**src/rtl/mem_wb_pkg.sv**
```systemverilog
// mem_wb_pkg: shared widths, FSM state and entry layout for the MEM/WB stage register.
package mem_wb_pkg;
    localparam int DATA_W_DEF = 32;
    localparam int REG_AW_DEF = 5;
    typedef enum logic [1:0] {EMPTY = 2'd0, FULL = 2'd1, SKID = 2'd2} state_t;
    typedef struct packed {
        logic                  regwrite;
        logic                  memtoreg;
        logic [DATA_W_DEF-1:0] readdata;
        logic [DATA_W_DEF-1:0] aluresult;
        logic [REG_AW_DEF-1:0] writereg;
    } entry_t;
endpackage

```
**src/rtl/mem_wb_pipe_reg_if.sv**
```systemverilog
// mem_wb_pipe_reg_if: upstream and write-back handshake bundle; slave is the stage register's view.
interface mem_wb_pipe_reg_if #(
    parameter int DATA_W = 32,
    parameter int REG_AW = 5
);
    logic              in_valid;
    logic              in_ready;
    logic              in_regwrite;
    logic              in_memtoreg;
    logic [DATA_W-1:0] in_readdata;
    logic [DATA_W-1:0] in_aluresult;
    logic [REG_AW-1:0] in_writereg;
    logic              out_valid;
    logic              out_ready;
    logic              out_regwrite;
    logic              out_memtoreg;
    logic [DATA_W-1:0] out_readdata;
    logic [DATA_W-1:0] out_aluresult;
    logic [REG_AW-1:0] out_writereg;
    logic [DATA_W-1:0] out_wbdata;
    modport slave (
        input  in_valid, in_regwrite, in_memtoreg, in_readdata, in_aluresult, in_writereg, out_ready,
        output in_ready, out_valid, out_regwrite, out_memtoreg, out_readdata, out_aluresult,
               out_writereg, out_wbdata
    );
    modport master (
        output in_valid, in_regwrite, in_memtoreg, in_readdata, in_aluresult, in_writereg, out_ready,
        input  in_ready, out_valid, out_regwrite, out_memtoreg, out_readdata, out_aluresult,
               out_writereg, out_wbdata
    );
endinterface

```
**src/rtl/mem_wb_slot.sv**
```systemverilog
// mem_wb_slot: one entry register; payload survives unload so outputs hold, clear zeroes everything.
module mem_wb_slot #(
    parameter int W = 8
) (
    input  logic         clk,
    input  logic         reset,
    input  logic         clear,
    input  logic         load,
    input  logic         unload,
    input  logic [W-1:0] d,
    output logic [W-1:0] q,
    output logic         valid
);
    always_ff @(posedge clk) begin
        if (!reset || clear) begin
            q     <= '0;
            valid <= 1'b0;
        end else begin
            if (load) q <= d;
            valid <= load | (valid & ~unload);
        end
    end
endmodule

```
**src/rtl/mem_wb_pipe_reg.sv**
```systemverilog
// mem_wb_pipe_reg: MEM/WB stage register with valid/ready handshake, flush and write-back mux.
// Define MEM_WB_SKID_EN for the registered-ready build with a one-entry skid slot.
module mem_wb_pipe_reg
    import mem_wb_pkg::*;
#(
    parameter int DATA_W = DATA_W_DEF,
    parameter int REG_AW = REG_AW_DEF
) (
    input logic              clk,
    input logic              reset,
    input logic              flush,
    mem_wb_pipe_reg_if.slave bus
);
    localparam int W = 2 + 2 * DATA_W + REG_AW;
    logic [W-1:0]      in_e, main_d, main_q;
    logic              main_v, main_ld, in_xfer, out_xfer;
    logic              m_rw, m_mtr;
    logic [DATA_W-1:0] m_rd, m_alu;
    logic [REG_AW-1:0] m_wr;
    // Register 0 is never written, so its regwrite is dropped on entry.
    assign in_e = {bus.in_regwrite & (bus.in_writereg != '0), bus.in_memtoreg,
                   bus.in_readdata, bus.in_aluresult, bus.in_writereg};
    assign in_xfer  = bus.in_valid & bus.in_ready;
    assign out_xfer = main_v & bus.out_ready;
    mem_wb_slot #(.W(W)) u_main (
        .clk(clk), .reset(reset), .clear(flush), .load(main_ld), .unload(out_xfer),
        .d(main_d), .q(main_q), .valid(main_v)
    );
`ifdef MEM_WB_SKID_EN
    localparam logic [1:0] S_EMPTY = EMPTY, S_FULL = FULL, S_SKID = SKID;
    logic [W-1:0] skid_q;
    logic         skid_v, skid_ld, ready_q;
    logic [1:0]   state, next_state;
    assign state = skid_v ? S_SKID : main_v ? S_FULL : S_EMPTY;
    always_comb begin
        next_state = state;
        if (flush) next_state = S_EMPTY;
        else if (state == S_EMPTY) next_state = in_xfer ? S_FULL : S_EMPTY;
        else if (state == S_FULL) next_state = (in_xfer == out_xfer) ? S_FULL : in_xfer ? S_SKID : S_EMPTY;
        else next_state = out_xfer ? S_FULL : S_SKID;
    end
    assign skid_ld = in_xfer & main_v & ~out_xfer;
    assign main_ld = out_xfer ? (in_xfer | skid_v) : (in_xfer & ~main_v);
    assign main_d  = skid_v ? skid_q : in_e;
    mem_wb_slot #(.W(W)) u_skid (
        .clk(clk), .reset(reset), .clear(flush), .load(skid_ld), .unload(out_xfer),
        .d(in_e), .q(skid_q), .valid(skid_v)
    );
    // Ready is a flop so write-back stalls never form a combinational path upstream.
    always_ff @(posedge clk) ready_q <= !reset ? 1'b1 : (next_state != S_SKID);
    assign bus.in_ready = ready_q;
`else
    assign main_ld      = in_xfer;
    assign main_d       = in_e;
    assign bus.in_ready = reset & (bus.out_ready | ~main_v);
`endif
    assign {m_rw, m_mtr, m_rd, m_alu, m_wr} = main_q;
    assign bus.out_valid     = main_v;
    assign bus.out_regwrite  = m_rw & main_v;
    assign bus.out_memtoreg  = m_mtr;
    assign bus.out_readdata  = m_rd;
    assign bus.out_aluresult = m_alu;
    assign bus.out_writereg  = m_wr;
    assign bus.out_wbdata    = m_mtr ? m_rd : m_alu;
endmodule

```
**src/flat_wrapper.sv**
```systemverilog
// flat-port wrapper written by rule: the top's interface ports become plain ports
module mem_wb_pipe_reg_flat import mem_wb_pkg::*;
#(
    parameter int DATA_W = DATA_W_DEF,
    parameter int REG_AW = REG_AW_DEF
)
  (clk, reset, flush, bus_in_valid, bus_in_regwrite, bus_in_memtoreg, bus_in_readdata, bus_in_aluresult, bus_in_writereg, bus_out_ready, bus_in_ready, bus_out_valid, bus_out_regwrite, bus_out_memtoreg, bus_out_readdata, bus_out_aluresult, bus_out_writereg, bus_out_wbdata);
  mem_wb_pipe_reg_if #(.DATA_W(DATA_W), .REG_AW(REG_AW)) bus_i ();
  input logic clk;
  input logic reset;
  input logic flush;
  input wire logic [$bits(bus_i.in_valid)-1:0] bus_in_valid;
  input wire logic [$bits(bus_i.in_regwrite)-1:0] bus_in_regwrite;
  input wire logic [$bits(bus_i.in_memtoreg)-1:0] bus_in_memtoreg;
  input wire logic [$bits(bus_i.in_readdata)-1:0] bus_in_readdata;
  input wire logic [$bits(bus_i.in_aluresult)-1:0] bus_in_aluresult;
  input wire logic [$bits(bus_i.in_writereg)-1:0] bus_in_writereg;
  input wire logic [$bits(bus_i.out_ready)-1:0] bus_out_ready;
  output wire logic [$bits(bus_i.in_ready)-1:0] bus_in_ready;
  output wire logic [$bits(bus_i.out_valid)-1:0] bus_out_valid;
  output wire logic [$bits(bus_i.out_regwrite)-1:0] bus_out_regwrite;
  output wire logic [$bits(bus_i.out_memtoreg)-1:0] bus_out_memtoreg;
  output wire logic [$bits(bus_i.out_readdata)-1:0] bus_out_readdata;
  output wire logic [$bits(bus_i.out_aluresult)-1:0] bus_out_aluresult;
  output wire logic [$bits(bus_i.out_writereg)-1:0] bus_out_writereg;
  output wire logic [$bits(bus_i.out_wbdata)-1:0] bus_out_wbdata;
  assign bus_i.in_valid = bus_in_valid;
  assign bus_i.in_regwrite = bus_in_regwrite;
  assign bus_i.in_memtoreg = bus_in_memtoreg;
  assign bus_i.in_readdata = bus_in_readdata;
  assign bus_i.in_aluresult = bus_in_aluresult;
  assign bus_i.in_writereg = bus_in_writereg;
  assign bus_i.out_ready = bus_out_ready;
  assign bus_in_ready = bus_i.in_ready;
  assign bus_out_valid = bus_i.out_valid;
  assign bus_out_regwrite = bus_i.out_regwrite;
  assign bus_out_memtoreg = bus_i.out_memtoreg;
  assign bus_out_readdata = bus_i.out_readdata;
  assign bus_out_aluresult = bus_i.out_aluresult;
  assign bus_out_writereg = bus_i.out_writereg;
  assign bus_out_wbdata = bus_i.out_wbdata;
  mem_wb_pipe_reg #(.DATA_W(DATA_W), .REG_AW(REG_AW)) u_core (.clk(clk), .reset(reset), .flush(flush), .bus(bus_i));
endmodule
```
**config.mk**
```make
export PLATFORM = sky130hd
export DESIGN_NAME = mem_wb_pipe_reg_flat
export DESIGN_NICKNAME = d
export VERILOG_FILES = /design/src/rtl/mem_wb_pkg.sv /design/src/rtl/mem_wb_pipe_reg_if.sv /design/src/rtl/mem_wb_slot.sv /design/src/rtl/mem_wb_pipe_reg.sv /design/src/flat_wrapper.sv
export SDC_FILE = /design/constraint.sdc
export NUM_CORES = 1
export LEC_CHECK = 0
export ABC_AREA = 1
export CORE_UTILIZATION = 45
export CTS_CLUSTER_DIAMETER = 40
export DETAILED_ROUTE_END_ITERATION = 12
export GPL_ROUTABILITY_DRIVEN = 0
export HOLD_SLACK_MARGIN = 0.08
export PLACE_DENSITY = 0.87
export SYNTH_ARGS = -nofsm -noshare
export SYNTH_HDL_FRONTEND = slang
export SYNTH_SLANG_ARGS = --single-unit
```
**constraint.sdc**
```tcl
create_clock -name clk -period 1.8 [get_ports clk]
set_input_delay 0.18 -clock clk [delete_from_list [all_inputs] [get_ports clk]]
set_output_delay 0.18 -clock clk [all_outputs]
set_load 0.05 [all_outputs]
```
* After elaboration in Yosys (flattened, before gate mapping)
Index checks and enable logic that the tools add are counted.
Storage, ports and cells: bits in registers 72, bits of input ports 76, output and inout bits 105, logic and storage cells 16
Cells by class: muxes and demuxes 1, bitwise gates (word level) 10, reduce and logical (&&, ||, !) cells 3
Operator list (number):
- $mux W32 | 1
- $and A1 B1 Y1 | 6
- $reduce_bool A5 Y1 | 1
- $not A1 Y1 | 2
- $or A1 B1 Y1 | 2
- $logic_not A1 Y1 | 1
- $logic_or A1 B1 Y1 | 1

* Depth between registers and ports, before layout
Gate-level depths: netlist of the first run.
word-level depth 5, gate-level depth with buffers 7, depth with buffers taken out 6

* Hierarchy
Synthesis of the first run repeated with hierarchy kept, for this count alone.
Second synthesis, totals: cell total of the unflattened synthesis 429, area, all modules 3425.8 sq um
By module, submodules not included:
- mem_wb_slot | times used 1, cells an instance 313, area each 2756.4 sq um, sequential area each 1441.4 sq um
- mem_wb_pipe_reg | times used 1, cells an instance 116, area each 669.4 sq um, sequential area each 0.0 sq um

* Least setup slack after synthesis of the first run
Ideal clock, no wire load.
path kind register -> output, start register u_core.u_main.q[69], end output port bus_out_wbdata[19], data arrival time 1992 ps, data required time 1620 ps, slack -372 ps, stages on the path, launching flop included 4, path buffers 2, path through dfxtp_1 -> buf_2 -> clkbuf_1 -> o21ai_0
Between the ends: word-level cells in the longest chain between the ends 1
Ends and longest elaborated chain:
- start: declaration | line mem_wb_slot.sv:11 | output logic [W-1:0] q,
- start signal: assignment | line mem_wb_slot.sv:16 | q <= '0;
- start signal: assignment | line mem_wb_slot.sv:19 | if (load) q <= d;
- $mux W32 | line mem_wb_pipe_reg.sv:64 | assign bus.out_wbdata = m_mtr ? m_rd : m_alu;
- end: declaration | line flat_wrapper.sv:26 | output wire logic [$bits(bus_i.out_wbdata)-1:0] bus_out_wbdata;
No other way between the ends.

* Final worst setup path of the first run
start register u_core.u_main.valid, end output port bus_out_valid
RTL lines:
- start: declaration | line mem_wb_slot.sv:12 | output logic valid
- start signal: assignment | line mem_wb_slot.sv:20 | valid <= load | (valid & ~unload);
- end: declaration | line flat_wrapper.sv:20 | output wire logic [$bits(bus_i.out_valid)-1:0] bus_out_valid;
No word-level cell between the ends.

==> reports/qor.csv, run 1 <==
stage;metric;value;unit
status;outcome;finished, final reports clean;
flow_run;maxCapViolCount;0;
placement;placed_cells;794;
sta;fin_skew;11.1;ps
sta;setup_tns;0;ps
power;p_per_area;696;nW/um^2
cts;ctsHtreeMaxLevel;3;
synthesis;synth.avg_cell_area;6.37;sq um
cts;hold_buffers;0;
cts;clkSinkCount;72;
sta;rsz0062_at_grt;no;
grt;track_usage;0.215;
synthesis;syn_area;3830;sq um
critical_path;path_max_fanout;4;
cells_and_area;n_antenna_cell;0;
critical_path;crit_family;buffers and inverters;
sta;fmaxAchievable;569;MHz
cts;clk_latency;330;ps
drt;ant_nets;0;
floorplanning;die_area;8890;sq um
power;p_clk_frac;0.320;
power;p_switching;0.00116;W
critical_path;critPathRequiredTime;1620;ps
critical_path;r2r_end;u_core.u_main.q[18];
critical_path;path_cells;clkdlybuf4s50_1;
sta;worstMarginPinSlew;538;ps
cts;clockBufferDepth;2;
synthesis;yosysSeqAreaShare;0.376;
drt;post_drt_wl_per_cell;11.7;microns
critical_path;r2r_start;u_core.u_main.valid;
synthesis;ys_seq_elements;72;
placement;portBuffers;180;
critical_path;start_kind;flop;
floorplanning;die_w;94.3;microns
power;power_frac_comb;0.244;
grt;grt_max_degree;74;
critical_path;crit_type;flop to primary output;
sta;period_share;0.977;
cells_and_area;drive_gt1_frac;0.0824;
cells_and_area;final_util;0.676;
drt;first_pass_iters;4;
power;power.total;0.00387;W
sta;slew_headroom;0.640;
synthesis;postSynthCellCount;602;
synthesis;synth_warnings;0;
critical_path;r2r_cells;6;
synthesis;synthTopCellsByCount;nand2_1 (176), nor2_1 (143), inv_1 (74);
floorplanning;design.core.area;8220;sq um
sta;worst_slack;41.8;ps
power;leakagePower;2.56;nW
floorplanning;start_util;0.466;
drt;vias;3653;
cts;root_buffer;clkbuf_8;
critical_path;worstPathArrival;1580;ps
drt;wirelength;9480;microns
synthesis;synth_top_area_share;0.376;
drt;drc;0;
placement;place_hpwl;6900;microns
cts;clkTransAtPathRegs;80;ps
floorplanning;die-height;94.3;microns
grt;grt_pass1_wl;15000;microns
worst_hold_path;holdPathStages;3;
placement;post-place-ws;271;ps
worst_hold_path;worstHoldEndpoint;u_core.u_main.q[5];
synthesis;synth_edf_count;0;
cts;post_cts_buffers;0;
critical_path;crit_path_end_kind;primary output;
critical_path;cpPeakStageDelay;840;ps
synthesis;synth_cell_types;15;
critical_path;rrSetupSlack;490;ps
worst_hold_path;min_path_type;primary input to flop;
drt;drt_iter0_drc;104;
power;internal_power;0.00271;W
worst_hold_path;hold_start;bus_in_aluresult[0];
cells_and_area;nNetsFinal;776;
cts;cts_tree;built;
synthesis;synth_nets;678;
power;ir_drop;0.000320;V
grt;antenna_found_initial;0;
sta;timing_max_transition_violations_final;0;
cells_and_area;area_growth;44.9;%
power;switching_share;0.299;
synthesis;async_flop_share;0;
grt;overflow;0;
sta;setup_viol;0;
drt;vias_per_cell;4.52;
critical_path;cp_slowest_cell;clkdlybuf4s50_1;
power;seq_power_share;0.436;
grt;grt_pass1_vias;3449;
sta;hold_violations;0;
synthesis;synth_ff_type;dfxtp_1;
synthesis;synth_most_common_cell;nand2_1;
cts;cts_buffers;9;
synthesis;synth_top_cell_by_area;dfxtp_1;
floorplanning;pin_count;181;
sta;period_needed;1760;ps
synthesis;yosys-top-cells-area;dfxtp_1 (38%), nand2_1 (17%), nor2_1 (14%);
cts;post_cts_resized;0;
cells_and_area;stdcell_count;809;
floorplanning;fp-row-count;33;
critical_path;path_buf_inv;1;
## cell type report
class	count	area, sq um
fillers	684	2660
clock buffers	11	141
clock inverters	4	45.0
inverters	75	282
multi-input cells	357	1410
repair buffers	185	2100
flip-flops and latches	72	1440
well taps	105	131
## metal layers
layer / routed length [microns] / track usage / vias to the layer above / share of wire
li1: - / - / 1877 / -
met1: 3830 / 0.239 / 1626 / 0.40
met2: 4770 / 0.382 / 129 / 0.50
met3: 664 / 0.0534 / 21 / 0.070
met4: 211 / 0.0987 / 0 / 0.022
met5: 0 / 0 / - / 0
## through the flow
| step | hold WS [ps] | instance area [sq um] |
|---|---|---|
| final | 423 | 5550 |
| after global routing | 418 | 5550 |
| after CTS | 414 | 5550 |
| after detailed placement | 513 | 5370 |
| after global placement | 499 | 5370 |
| after floorplan | 315 | 3830 |
## power by group through the flow
stage          Clock, W  Combinational, W  Sequential, W
2_1_floorplan         0          0.000603        0.00171
3_3_place_gp          0          0.000928        0.00172
3_5_place_dp          0          0.000944        0.00172
4_1_cts         0.00127          0.000947        0.00168
5_1_grt         0.00134           0.00101        0.00169
6_report        0.00124          0.000943        0.00168
## registers in the layout, indices dropped and copies added (netlist names)
register,flops
u_core.u_main.q,71
u_core.u_main.valid,1
## kinds of logic (layout without fill, tap and decap cells)
family          after synthesis  after routing  synth area share
flops                        72             72             0.376
simple gates                322            322             0.319
buf+inv                     173            275             0.258
compound gates               35             35            0.0464
## how the worst max path moves through the flow
| stage | startpoint | to | slack, ps | cells past startpoint |
|---|---|---|---|---|
| 6_report | u_core.u_main.valid | bus_out_valid | 40 | 1 |
| 2_1_floorplan | u_core.u_main.q[69] | bus_out_wbdata[19] | -370 | 3 |
| 5_1_grt | u_core.u_main.valid | bus_out_valid | 4 | 1 |
| 4_1_cts | u_core.u_main.valid | bus_out_valid | 40 | 1 |
| 3_3_place_gp | bus_out_ready | u_core.u_main.q[13] | 330 | 8 |
| 3_5_place_dp | bus_out_ready | u_core.u_main.q[18] | 270 | 8 |
## placed cells by master (no fill, tap or decap), types with 2 or more instances in the layout
cell / netlist / layout
clkinv_2: 0 / 3
buf_12: 0 / 28
nor2_1: 143 / 143
nand2_1: 176 / 176
o21ai_1: 0 / 11
clkbuf_8: 0 / 10
inv_1: 74 / 74
dfxtp_1: 72 / 71
o21ai_0: 32 / 21
buf_4: 69 / 12
a21oi_1: 2 / 2
clkdlybuf4s50_1: 0 / 145
Note: power is estimated with default switching activity, not from simulation.
==> run 2: changes to the inputs <==
--- a/config.mk
+++ b/config.mk
@@ -11,7 +11,7 @@
 export DETAILED_ROUTE_END_ITERATION = 12
 export GPL_ROUTABILITY_DRIVEN = 0
 export HOLD_SLACK_MARGIN = 0.08
-export PLACE_DENSITY = 0.87
+export PLACE_DENSITY = 0.95
 export SYNTH_ARGS = -nofsm -noshare
 export SYNTH_HDL_FRONTEND = slang
 export SYNTH_SLANG_ARGS = --single-unit
==> run 2 against run 1 <==
Cell count rose by 0.25%; first-iteration DRC count rose by 29%; largest cell class unchanged; critical path depth did not move; critical endpoint unchanged.
==> reports/qor.csv, run 2 (synthesis gave the netlist of run 1 again) <==
stage;metric;value;unit
cts;cts_tree;built;
critical_path;worstPathArrival;1530;ps
cells_and_area;drive_gt1_frac;0.0836;
cells_and_area;nNetsFinal;777;
floorplanning;die-height;94.3;microns
floorplanning;die_w;94.3;microns
drt;vias_per_cell;4.47;
placement;place_area;5490;sq um
sta;timing_max_transition_violations_final;0;
placement;portBuffers;180;
cells_and_area;final_area;5680;sq um
grt;track_usage;0.211;
critical_path;cp-startpoint;u_core.u_main.valid;
cells_and_area;largest_reg_flops;71;
sta;fin_skew;6.67;ps
drt;drt_iter0_drc;134;
cts;clkSinkCount;72;
critical_path;crit_family;buffers and inverters;
cts;clk_latency;320;ps
cts;clkTransAtPathRegs;80;ps
floorplanning;start_util;0.466;
drt;ant_nets;0;
cts;ctsHtreeMaxLevel;3;
grt;overflow;0;
critical_path;r2r_cells;6;
grt;grt_pass1_vias;3328;
grt;top_usage_layer;met2;
critical_path;crit_path_end;bus_out_valid;
sta;period_needed;1710;ps
cts;clockBufferDepth;2;
cts;cts_buffers;9;
grt;grt_pass1_wl;14900;microns
sta;fmaxAchievable;586;MHz
cts;hold_buffers;0;
grt;grt_use_met1;0.241;
grt;grt_max_degree;81;
drt;wirelength;9350;microns
sta;slew_headroom;0.643;
critical_path;start_kind;flop;
drt;first_pass_iters;4;
cts;post_cts_buffers;0;
critical_path;crit_path_end_kind;primary output;
critical_path;r2r_end;u_core.u_main.q[7];
grt;antenna_found_initial;0;
critical_path;path_cells;clkdlybuf4s50_1;
critical_path;cpPeakStageDelay;830;ps
critical_path;rrSetupSlack;570;ps
cells_and_area;layout_commonest_cell;nand2_1;
worst_hold_path;min_path_type;primary input to flop;
critical_path;cp_slowest_cell;clkdlybuf4s50_1;
placement;place_hpwl;6980;microns
power;power.total;0.00387;W
critical_path;crit_type;flop to primary output;
cts;root_buffer;clkbuf_8;
cells_and_area;layout_common_cells;nand2_1 (176), clkdlybuf4s50_1 (145), nor2_1 (143);
power;leakagePower;2.59;nW
critical_path;path_max_fanout;4;
critical_path;r2r_start;u_core.u_main.valid;
drt;vias;3624;
grt;grt_use_met2;0.376;
sta;worstMarginPinSlew;534;ps
drt;drc;0;
grt;gr-usage-met3;0.0477;
critical_path;path_buf_inv;1;
sta;period_share;0.949;
floorplanning;pin_count;181;
cells_and_area;layout_top_registers;u_core.u_main.q: 71 flops, u_core.u_main.valid: 1 flops;
cells_and_area;n_antenna_cell;0;
flow_run;maxCapViolCount;0;
sta;setup_viol;0;
sta;rsz0062_at_grt;no;
cells_and_area;regMostFlops;u_core.u_main.q;
drt;post_drt_wl_per_cell;11.5;microns
power;ir_drop;0.000468;V
critical_path;critPathRequiredTime;1620;ps
critical_path;crit_cells;1;
floorplanning;die_area;8890;sq um
sta;hold_violations;0;
floorplanning;design.core.area;8220;sq um
power;p_per_area;682;nW/um^2
status;outcome;finished, final reports clean;
floorplanning;fp-row-count;33;
cells_and_area;area_growth;48.1;%
## run 2: cell count changes in the layout (fill, tap and decap cells not counted), sizes merged
cell / before / now
dlygate4sd2: 0 / 1
clkbuf: 11 / 10
clkinvlp: 0 / 2
## run 2: worst min-delay path by stage
stage / start / to / slack, ps / cells after the start
after floorplan: bus_in_writereg[0] / u_core.u_main.q[0] / 310 / 2
after global placement: u_core.u_main.q[2] / u_core.u_main.q[2] / 500 / 4
after detailed placement: u_core.u_main.q[4] / u_core.u_main.q[4] / 510 / 4
after CTS: bus_in_aluresult[5] / u_core.u_main.q[10] / 410 / 3
after global routing: bus_in_readdata[7] / u_core.u_main.q[44] / 410 / 3
final: bus_in_aluresult[7] / u_core.u_main.q[12] / 430 / 3
## run 2: area by class of cell
cell class / count / area [sq um]
fill: 654 / 2540
timing repair buffer: 186 / 2220
sequential: 72 / 1440
multi-input combinational: 357 / 1410
inverter: 75 / 282
tap: 105 / 131
clock buffer: 10 / 128
clock inverter: 6 / 60.1
## run 2: per-stage QoR
step / std cells / setup TNS [ps] / util / hold WS (ps) / worst slack [ps]
floorplan: 602 / -7160 / - / 315 / -372
global placement: 795 / 0 / 0.668 / 499 / 351
detailed placement: 795 / 0 / 0.668 / 508 / 321
CTS: 811 / 0 / 0.691 / 410 / 58.4
global route: 811 / 0 / 0.691 / 411 / 25.7
finish: 811 / 0 / 0.691 / 426 / 92.6
## run 2: timing repair
action | 4_1_cts | 5_1_grt
setup endpoints to repair | 1 | 0
endpoints found under the hold margin | 0 | 0
gates resized for setup | 1 | 0
## run 2: routing by layer
layer / part of all wire / wire (microns)
met1: 0.41 / 3860
met2: 0.51 / 4770
met3: 0.062 / 582
met4: 0.015 / 142
met5: 0 / 0
## run 2: report_power, final
part / internal, W / switching [W]
Combinational: 0.000419 / 0.000551
Sequential: 0.00165 / 0.0000349
Clock: 0.000634 / 0.000586
Total: 0.00270 / 0.00117
